**src/rtl/bdr_port_scheduler.sv**
```systemverilog
// Write-port scheduler for the BDR register bank: two buffered writeback requesters
// arbitrated round-robin, a sequenced bank clear, and read-after-write hazard flags.
module bdr_port_scheduler #(
  parameter int DATA_W = 8,
  parameter int ADDR_W = 3,
  parameter int NREGS  = 8
) (
  input  logic              clock,
  input  logic              reset,
  input  logic              a_valid,
  output logic              a_ready,
  input  logic [ADDR_W-1:0] a_dest,
  input  logic [DATA_W-1:0] a_data,
  input  logic              b_valid,
  output logic              b_ready,
  input  logic [ADDR_W-1:0] b_dest,
  input  logic [DATA_W-1:0] b_data,
  input  logic              clr_req,
  output logic              clr_busy,
  input  logic [ADDR_W-1:0] rd_addr1,
  input  logic [ADDR_W-1:0] rd_addr2,
  output logic              hazard1,
  output logic              hazard2,
  output logic              reg_write,
  output logic [ADDR_W-1:0] write_dest,
  output logic [DATA_W-1:0] write_data
);

  typedef enum logic [1:0] {ST_RUN, ST_DRAIN, ST_CLEAR} state_t;

  localparam logic [ADDR_W-1:0] LAST_REG = ADDR_W'(NREGS - 1);

  state_t            state, state_next;
  logic              a_full, b_full;
  logic [ADDR_W-1:0] a_dest_q, b_dest_q;
  logic [DATA_W-1:0] a_data_q, b_data_q;
  logic              rr_b;
  logic [ADDR_W-1:0] clr_cnt;
  logic              accept_a, accept_b, grant_a, grant_b, clr_last;

  // Ready is gated by reset so every output reads 0 while reset is held.
  assign a_ready  = reset && !a_full && (state == ST_RUN);
  assign b_ready  = reset && !b_full && (state == ST_RUN);
  assign accept_a = a_valid && a_ready;
  assign accept_b = b_valid && b_ready;
  assign clr_last = (clr_cnt == LAST_REG);
  assign clr_busy = (state != ST_RUN);

  assign grant_a = (state != ST_CLEAR) && a_full && (!b_full || !rr_b);
  assign grant_b = (state != ST_CLEAR) && b_full && (!a_full ||  rr_b);

  // Any entry still buffered or arriving with the clear request must land before the clear.
  always_comb begin
    state_next = state;
    case (state)
      ST_RUN:
        if (clr_req)
          state_next = (a_full || b_full || accept_a || accept_b) ? ST_DRAIN : ST_CLEAR;
      ST_DRAIN:
        if (!a_full && !b_full) state_next = ST_CLEAR;
      ST_CLEAR:
        if (clr_last) state_next = ST_RUN;
      default: state_next = ST_RUN;
    endcase
  end

  always_comb begin
    hazard1 = (a_full && a_dest_q == rd_addr1) || (b_full && b_dest_q == rd_addr1)
           || (reg_write && write_dest == rd_addr1) || (state != ST_RUN);
    hazard2 = (a_full && a_dest_q == rd_addr2) || (b_full && b_dest_q == rd_addr2)
           || (reg_write && write_dest == rd_addr2) || (state != ST_RUN);
  end

  always_ff @(posedge clock or negedge reset) begin
    if (!reset) begin
      state   <= ST_RUN;
      clr_cnt <= '0;
      rr_b    <= 1'b0;
    end else begin
      state <= state_next;
      if (state == ST_CLEAR) clr_cnt <= clr_last ? '0 : clr_cnt + ADDR_W'(1);
      if (grant_a)      rr_b <= 1'b1;
      else if (grant_b) rr_b <= 1'b0;
    end
  end

  // A buffer is never granted and refilled at the same edge, since ready is low while full.
  always_ff @(posedge clock or negedge reset) begin
    if (!reset) begin
      a_full   <= 1'b0;
      b_full   <= 1'b0;
      a_dest_q <= '0;
      b_dest_q <= '0;
      a_data_q <= '0;
      b_data_q <= '0;
    end else begin
      if (grant_a) a_full <= 1'b0;
      else if (accept_a) begin
        a_full   <= 1'b1;
        a_dest_q <= a_dest;
        a_data_q <= a_data;
      end
      if (grant_b) b_full <= 1'b0;
      else if (accept_b) begin
        b_full   <= 1'b1;
        b_dest_q <= b_dest;
        b_data_q <= b_data;
      end
    end
  end

  always_ff @(posedge clock or negedge reset) begin
    if (!reset) begin
      reg_write  <= 1'b0;
      write_dest <= '0;
      write_data <= '0;
    end else if (state == ST_CLEAR) begin
      reg_write  <= 1'b1;
      write_dest <= clr_cnt;
      write_data <= '0;
    end else if (grant_a) begin
      reg_write  <= 1'b1;
      write_dest <= a_dest_q;
      write_data <= a_data_q;
    end else if (grant_b) begin
      reg_write  <= 1'b1;
      write_dest <= b_dest_q;
      write_data <= b_data_q;
    end else begin
      reg_write  <= 1'b0;
    end
  end

endmodule

```
**config.mk**
```make
export PLATFORM = sky130hd
export DESIGN_NAME = bdr_port_scheduler
export DESIGN_NICKNAME = d
export VERILOG_FILES = /design/src/rtl/bdr_port_scheduler.sv
export SDC_FILE = /design/constraint.sdc
export NUM_CORES = 1
export LEC_CHECK = 0
export BUFFER_PORTS_ARGS = -buffer_cell sky130_fd_sc_hd__buf_2
export CAP_MARGIN = 20
export CORE_ASPECT_RATIO = 1.75
export CORE_MARGIN = 2
export CORE_UTILIZATION = 50
export CTS_CLUSTER_SIZE = 8
export DETAILED_ROUTE_END_ITERATION = 12
export PLACE_DENSITY = 0.84
export SYNTH_ARGS = -nofsm -noshare
export SYNTH_HDL_FRONTEND = slang
export SYNTH_SLANG_ARGS = --single-unit
export TNS_END_PERCENT = 50
```
**constraint.sdc**
```tcl
create_clock -name clock -period 2.6 [get_ports clock]
set_input_delay 0.26 -clock clock [delete_from_list [all_inputs] [get_ports clock]]
set_output_delay 0.26 -clock clock [all_outputs]
set_load 0.05 [all_outputs]
```
==> results.tsv, run 1 <==
metric	value	unit
grtUsageTotal	22.1	%
rows	31	
detail_route.iter0.violations	12	
clock-root-buffer	clkbuf_8	
post_synth_xor_area_fraction	7.45	%
switching_power	0.00162	W
p_int	0.00197	W
ant_nets	0	
htreeDepth	2	
worstMarginPinSlew	0.578	ns
critPathCaptureType	output port	
layout_commonest_cell	buf_2	
synthMuxAreaShare	14.9	%
arrival	1.46	ns
total_power	0.00359	W
wirelength	4560	um
synth-seq-cells	42	
design.portCount	50	
status	complete, no violations	
clock_power_share	14.5	%
grt-ovfl-total	0	
finalClockSkew	0.00849	ns
critPathKind	input port to output port	
syn2layout_area_growth	18.1	%
whs_path_depth	2	
combPwrFrac	48.7	%
die_area	4790	um2
drive_gt1_share	37.2	%
power-per-cell-area	1440	nW/um2
gp_congestion	0.785	
routed_via_density	5.53	
instances_no_fill	283	
rsz0062_at_grt	false	
clkTransAtPathRegs	0.08	ns
final_cell_mix	buf_2, dfrtp_1, nand2_1	
portBuffers	49	
fin_nets	268	
grt_pass1_vias	1653	
dp_cells	274	
clk_path_buf_depth	2	
fillers	359	
seqPwrFrac	36.8	%
max-vdd-ir-drop	0.868	mV
start_kind	input port	
vias	1564	
period_needed	1.72	ns
fmax	580	MHz
finalHoldViolations	0	
grt_first_pass_wirelength	7710	um
die_y	90.1	um
maxCapViolations	0	
synthAdderAreaFrac	1.18	%
yosysWarnings	0	
diodes	0	
drt_first_pass_iters	4	
synth_area	2120	um2
die-width	53.2	um
leakage	1.21	nW
start_util	51.5	%
antenna_found_initial	0	
setup_violations	0	
seq_area_frac_synth	49.6	%
period_share	66.3	%
hpwl	3410	um
core-area	4110	um2
synth_cells	184	
grt_max_degree	26	
synth_compound_area_share	10.3	%
synth_fp_nets	219	
clkLatencyLatePin	0.30	ns
cts_resized	0	
yosys.area_share.simple	13.5	%
cts.sink_count	42	
hold_path.class	input port to flip-flop	
synth.avg_cell_area	11.5	um2
synth_top_family_by_area	multiplexers	
finalSetupTns	0	ns
reg2reg_depth	3	
drc	0	
worstPathRequired	2.34	ns
wl_per_cell	16.1	um
crit_fanout	4	
cts_buffers	5	
timing.slew.headroom	61.5	%
ys_types	30	
cts_tree	built	
swShare	45.1	%
drv_slew	0	
## worst max-delay path: stages
cell and delay (ns):
dlygate4sd3_1 0.52, buf_2 0.13, nor4b_4 0.23, buf_2 0.31
## path summary, 6_finish.rpt
| check | startpoint | end | slack (ns) |
|---|---|---|---|
| worst max-delay path | reset | a_ready | 0.88 |
| worst min-delay path | a_data[4] | a_data_q[4]$_DFFE_PN0P_ | 0.18 |
| worst max register to register | state[1]$_DFFE_PN0P_ | a_data_q[3]$_DFFE_PN0P_ | 0.97 |
| worst min register to register | a_data_q[6]$_DFFE_PN0P_ | a_data_q[6]$_DFFE_PN0P_ | 0.52 |
| max in group asynchronous | reset | b_data_q[2]$_DFFE_PN0P_ | 1.84 |
| min in group asynchronous | reset | clr_cnt[1]$_DFFE_PN0P_ | 0.49 |
## through the flow
step / utilization [%] / instance area (um2) / hold WS [ns] / setup WS (ns)
after floorplan: - / 2120 / -0.0356 / 0.646
after global placement: 57.9 / 2380 / 0.282 / 0.993
after detailed placement: 57.9 / 2380 / 0.287 / 0.961
after CTS: 60.8 / 2500 / 0.175 / 0.864
after global routing: 60.8 / 2500 / 0.183 / 0.784
final: 60.8 / 2500 / 0.182 / 0.877
## layout make-up
cell class / instances / area (um2) / area share (%)
sequential: 42 / 1050 / 42.0
multi-input combinational: 131 / 1000 / 40.1
timing repair buffer: 52 / 270 / 10.8
clock buffer: 6 / 72.6 / 2.90
tap: 49 / 61.3 / 2.45
clock inverter: 2 / 37.5 / 1.50
inverter: 1 / 3.75 / 0.150
## layer usage
layer,track usage [%],routed length [um]
met1,24.9,1760
met2,37.8,2470
met3,4.49,178
met4,10.9,145
met5,0,0
## cells in the mapped netlist
cell,instances,share of area (%)
dfrtp_1,42,50
nand2_1,29,5.1
o21ai_0,19,4.5
mux2_4,18,13
xnor2_1,18,7.4
a31oi_1,8,2.4
nand4_1,8,2.4
buf_2,4,0.95
mux2_2,4,2.1
a221oi_1,3,1.2
and2_1,3,0.89
clkbuf_1,3,0.53
nor2_1,3,0.53
buf_6,2,1.1
ha_1,2,1.2
nand2_2,2,0.59
nor2b_1,2,0.59
nor4b_4,2,2.2
a21bo_2,1,0.47
a21boi_2,1,0.53
a21o_1,1,0.35
a21oi_1,1,0.24
clkbuf_2,1,0.24
inv_1,1,0.18
nand2b_1,1,0.30
nor3_1,1,0.24
nor3b_1,1,0.35
o21ai_1,1,0.24
o32ai_1,1,0.41
or2_2,1,0.30
## cell families (layout without fill, tap and decap cells)
group / Yosys count / in the layout
XOR/XNOR: 18 / 18
adder cells (fa/ha/maj): 2 / 2
buffers and inverters: 11 / 61
AND/OR/NAND/NOR: 53 / 53
AO/OA/AOI/OAI: 36 / 36
multiplexers: 22 / 22
flip-flops: 42 / 42
## state kept, by name, summed over array words and instances, names as in the netlist, 2 cells and up
name        count
write_dest      3
b_dest_q        3
state           2
clr_cnt         3
a_data_q        8
write_data      8
a_dest_q        3
b_data_q        8
## what timing repair did
item | in CTS | in global routing
hold endpoints to repair | 38 | 0
hold buffers | 1 | 0
buffers inserted | 0 | 0
## power by group through the flow
stage          registers (W)  logic, W  clock network [W]
2_1_floorplan        0.00149   0.00121                  0
3_3_place_gp         0.00132   0.00171                  0
3_5_place_dp         0.00133   0.00176                  0
4_1_cts              0.00133   0.00177           0.000526
5_1_grt              0.00137   0.00193           0.000549
6_report             0.00132   0.00175           0.000520
No activity file was read; power rests on OpenSTA's default activity.
==> run 2: changes to the inputs <==
Settings changed: ABC_AREA set to 1, CORE_UTILIZATION 50 to 49, PLACE_DENSITY 0.84 to 0.85.
Clock period 2.6 ns to 1.5 ns, I/O delays scaled along.
==> run 2 against run 1 <==
Net effect:
- the run now ends with negative setup slack left
- sequential share of layout area shrank 4.9 points
- design area increased by 14%
- area after synthesis increased by 7.7%
- core utilization up 3.1 points
- clock-buffer cell count is 1 higher
- first-iteration DRC count rose to 4.6 times the previous value
- setup slack worse by 0.90 ns
- non-clock buffer count rose by 16
- total power rose by 82%
- clock skew is 0.0019 ns higher
- routed wire length grew 11%
==> results.tsv, run 2 <==
metric	value	unit	change
worstMarginPinSlew	0.515	ns	was 0.578 ns
reg_top3	a_data_q x8, b_data_q x8, write_data x8		unchanged
cts_buffers	5		unchanged
period_share	102	%	
crit_path_top_delay_cell	dfrtp_1		was dlygate4sd3_1
timing.slew.headroom	65.7	%	was 61.5%
clk_path_buf_depth	2		unchanged
portBuffers	49		unchanged
rsz0062_at_grt	true		was false
dp_slack	0.101	ns	was 0.961 ns
synth_area	2280	um2	was 2120 um2
crit_end	hazard2		was a_ready
synth_fp_nets	303		was 219
core-area	4440	um2	was 4110 um2
drive_gt1_share	39.2	%	was 37.2%
fin_nets	371		was 268
cp_num_cells	6		was 4
yosys-top-cells-count	nand2_1, dfrtp_1, inv_1		was dfrtp_1, nand2_1, o21ai_0
diodes	0		unchanged
clock-root-buffer	clkbuf_8		unchanged
finalClockSkew	0.0104	ns	was 0.00849 ns
reg2reg_depth	6		was 3
design.portCount	50		unchanged
path_buf_inv	1		was 3
wirelength	5050	um	was 4560 um
yosysTopAreaCell	dfrtp_1		unchanged
ant_nets	0		unchanged
routed_via_density	4.99		was 5.53
die_area	5240	um2	was 4790 um2
max-vdd-ir-drop	1.38	mV	was 0.868 mV
cts_tree	built		unchanged
synth_edf_count	0		unchanged
gp_congestion	0.861		was 0.785
synth_flop_cell	dfrtp_1		unchanged
grt_pass1_vias	1925		was 1653
finalHoldViolations	0		unchanged
hold_path.class	input port to flip-flop		unchanged
r2r_slack	0.14	ns	was 0.97 ns
path_delay_family	flip-flops		was buffers and inverters
grt_first_pass_wirelength	8340	um	was 7710 um
status	finished, violations left		was complete, no violations
maxCapViolations	0		unchanged
hpwl	3690	um	was 3410 um
synth.avg_cell_area	8.51	um2	was 11.5 um2
worst_r2r_endpoint	a_data_q[7]$_DFFE_PN0P_		was a_data_q[3]$_DFFE_PN0P_
period_needed	1.53	ns	
htreeDepth	2		unchanged
critPathLaunch	write_dest[2]$_DFFE_PN0P_		was reset
grt-ovfl-total	0		unchanged
clkLatencyLatePin	0.30	ns	about the same
synthArstFlopShare	100	%	unchanged
synth-seq-cells	42		unchanged
fillers	388		was 359
yosysMostFrequentCell	nand2_1		was dfrtp_1
synth_top_area_share	46.1	%	was 49.6%
syn2layout_area_growth	24.6	%	was 18.1%
crit_fanout	3		was 4
antenna_found_initial	0		unchanged
worstPathRequired	1.35	ns	was 2.34 ns
die_y	94.2	um	was 90.1 um
clkTransAtPathRegs	0.08	ns	about the same
grt_max_degree	43		was 26
critPathKind	flip-flop to output port		was input port to output port
total_power	0.00653	W	was 0.00359 W
critPathCaptureType	output port		unchanged
drv_slew	0		unchanged
wl_per_cell	13.0	um	was 16.1 um
crit_path_cell_trace	xnor2_1 -> nand2_1 -> nor2_1 -> nor2_1 -> nand2_1 -> buf_6		was dlygate4sd3_1 -> buf_2 -> nor4b_4 -> buf_2
final_cell_mix	nand2_1, buf_2, dfrtp_1		was buf_2, dfrtp_1, nand2_1
vias	1936		was 1564
finalInstanceArea	2840	um2	was 2500 um2
grtUsageTotal	20.6	%	was 22.1%
drc	0		unchanged
seq_area_frac_synth	46.1	%	was 49.6%
power-per-cell-area	2300	nW/um2	was 1440 nW/um2
fin_ws	-0.0257	ns	was 0.877 ns
ys_types	30		unchanged
max_stage_delay	0.43	ns	was 0.52 ns
cts.sink_count	42		unchanged
yosysWarnings	0		unchanged
synth_area_leaders	dfrtp_1, nand2_1, inv_1, o21ai_2, nor2_1		was dfrtp_1, mux2_4, xnor2_1, nand2_1, o21ai_0
layout_commonest_cell	nand2_1		was buf_2
rows	32		was 31
violations	negative setup slack		
r2r-start	a_full$_DFFE_PN0P_		was state[1]$_DFFE_PN0P_
detail_route.iter0.violations	55		was 12
synth_cells	268		was 184
die-width	55.6	um	was 53.2 um
dpl_cell_area	2620	um2	was 2380 um2
fmax	655	MHz	
drt_first_pass_iters	4		unchanged
setup_violations	2		was 0
leakage	1.48	nW	was 1.21 nW
start_util	51.3	%	was 51.5%
arrival	1.38	ns	was 1.46 ns
start_kind	flip-flop		was input port
hold_slack	0.0785	ns	was 0.182 ns
## run 2: worst min path at each step
stage	cells past startpoint	start	slack [ns]	end
after floorplan	0	reset	-0.15	a_data_q[0]$_DFFE_PN0P_
after global placement	2	reset	0.26	b_data_q[1]$_DFFE_PN0P_
after detailed placement	2	reset	0.26	b_data_q[1]$_DFFE_PN0P_
after CTS	3	b_data[1]	0.08	b_data_q[1]$_DFFE_PN0P_
after global routing	3	b_data[1]	0.08	b_data_q[1]$_DFFE_PN0P_
final	3	b_data[1]	0.08	b_data_q[1]$_DFFE_PN0P_
## run 2: kinds of logic (layout without fill, tap and decap cells)
kind of cell / Yosys count / after routing / share of synthesized area, %
flip-flops: 42 / 42 / 46.1
adder cells (fa/ha/maj): 2 / 2 / 1.10
XOR/XNOR: 5 / 5 / 1.92
buffers and inverters: 47 / 116 / 9.66
AO/OA/AOI/OAI: 62 / 62 / 17.9
AND/OR/NAND/NOR: 110 / 110 / 23.3
## run 2: metrics by stage
step / std cells / utilization (%) / setup TNS (ns)
6_report: 388 / 63.9 / -0.0380
5_1_grt: 388 / 63.9 / -0.239
4_1_cts: 383 / 62.7 / -0.0474
3_5_place_dp: 369 / 59.0 / 0
3_3_place_gp: 369 / 59.0 / 0
2_1_floorplan: 268 / - / -0.378
## run 2: power by group
| group | total (W) | switching (W) | internal, W |
|---|---|---|---|
| Clock | 0.000746 | 0.000375 | 0.000371 |
| Combinational | 0.00376 | 0.00245 | 0.00131 |
| Sequential | 0.00202 | 0.000354 | 0.00166 |
## run 2: repair_timing
item | in CTS | in global routing
gates resized for setup | 13 | 11
hold buffers | 1 | 0
pin swaps | 3 | 6
setup endpoints to repair | 5 | 9
buffers inserted | 5 | 5
hold endpoints to repair | 42 | 0
## run 2: area by class of cell
type                       instances  area [um2]  area share [%]
timing repair buffer              68         424            14.9
clock buffer                       7        86.3            3.04
inverter                          40         155            5.46
sequential                        42        1050            37.1
multi-input combinational        179        1050            37.0
clock inverter                     1        5.00           0.176
tap                               51        63.8            2.25
## run 2: metal layers
layer | vias up | GRT usage (%) | wire (um) | part of all wire (%)
met5 | - | 0 | 0 | 0
met4 | 0 | 14.2 | 219 | 4.3
met3 | 17 | 3.03 | 182 | 3.6
met2 | 51 | 37.1 | 2700 | 53
met1 | 872 | 21.5 | 1950 | 39
li1 | 996 | - | - | -
## run 2: worst reg2reg max path, cell delays in order (launching register included)
cell     delay, ns
dfrtp_2       0.41
buf_4         0.15
nor2_1        0.18
nand3_4       0.17
buf_4         0.21
nand2_1       0.07
o21ai_2       0.05
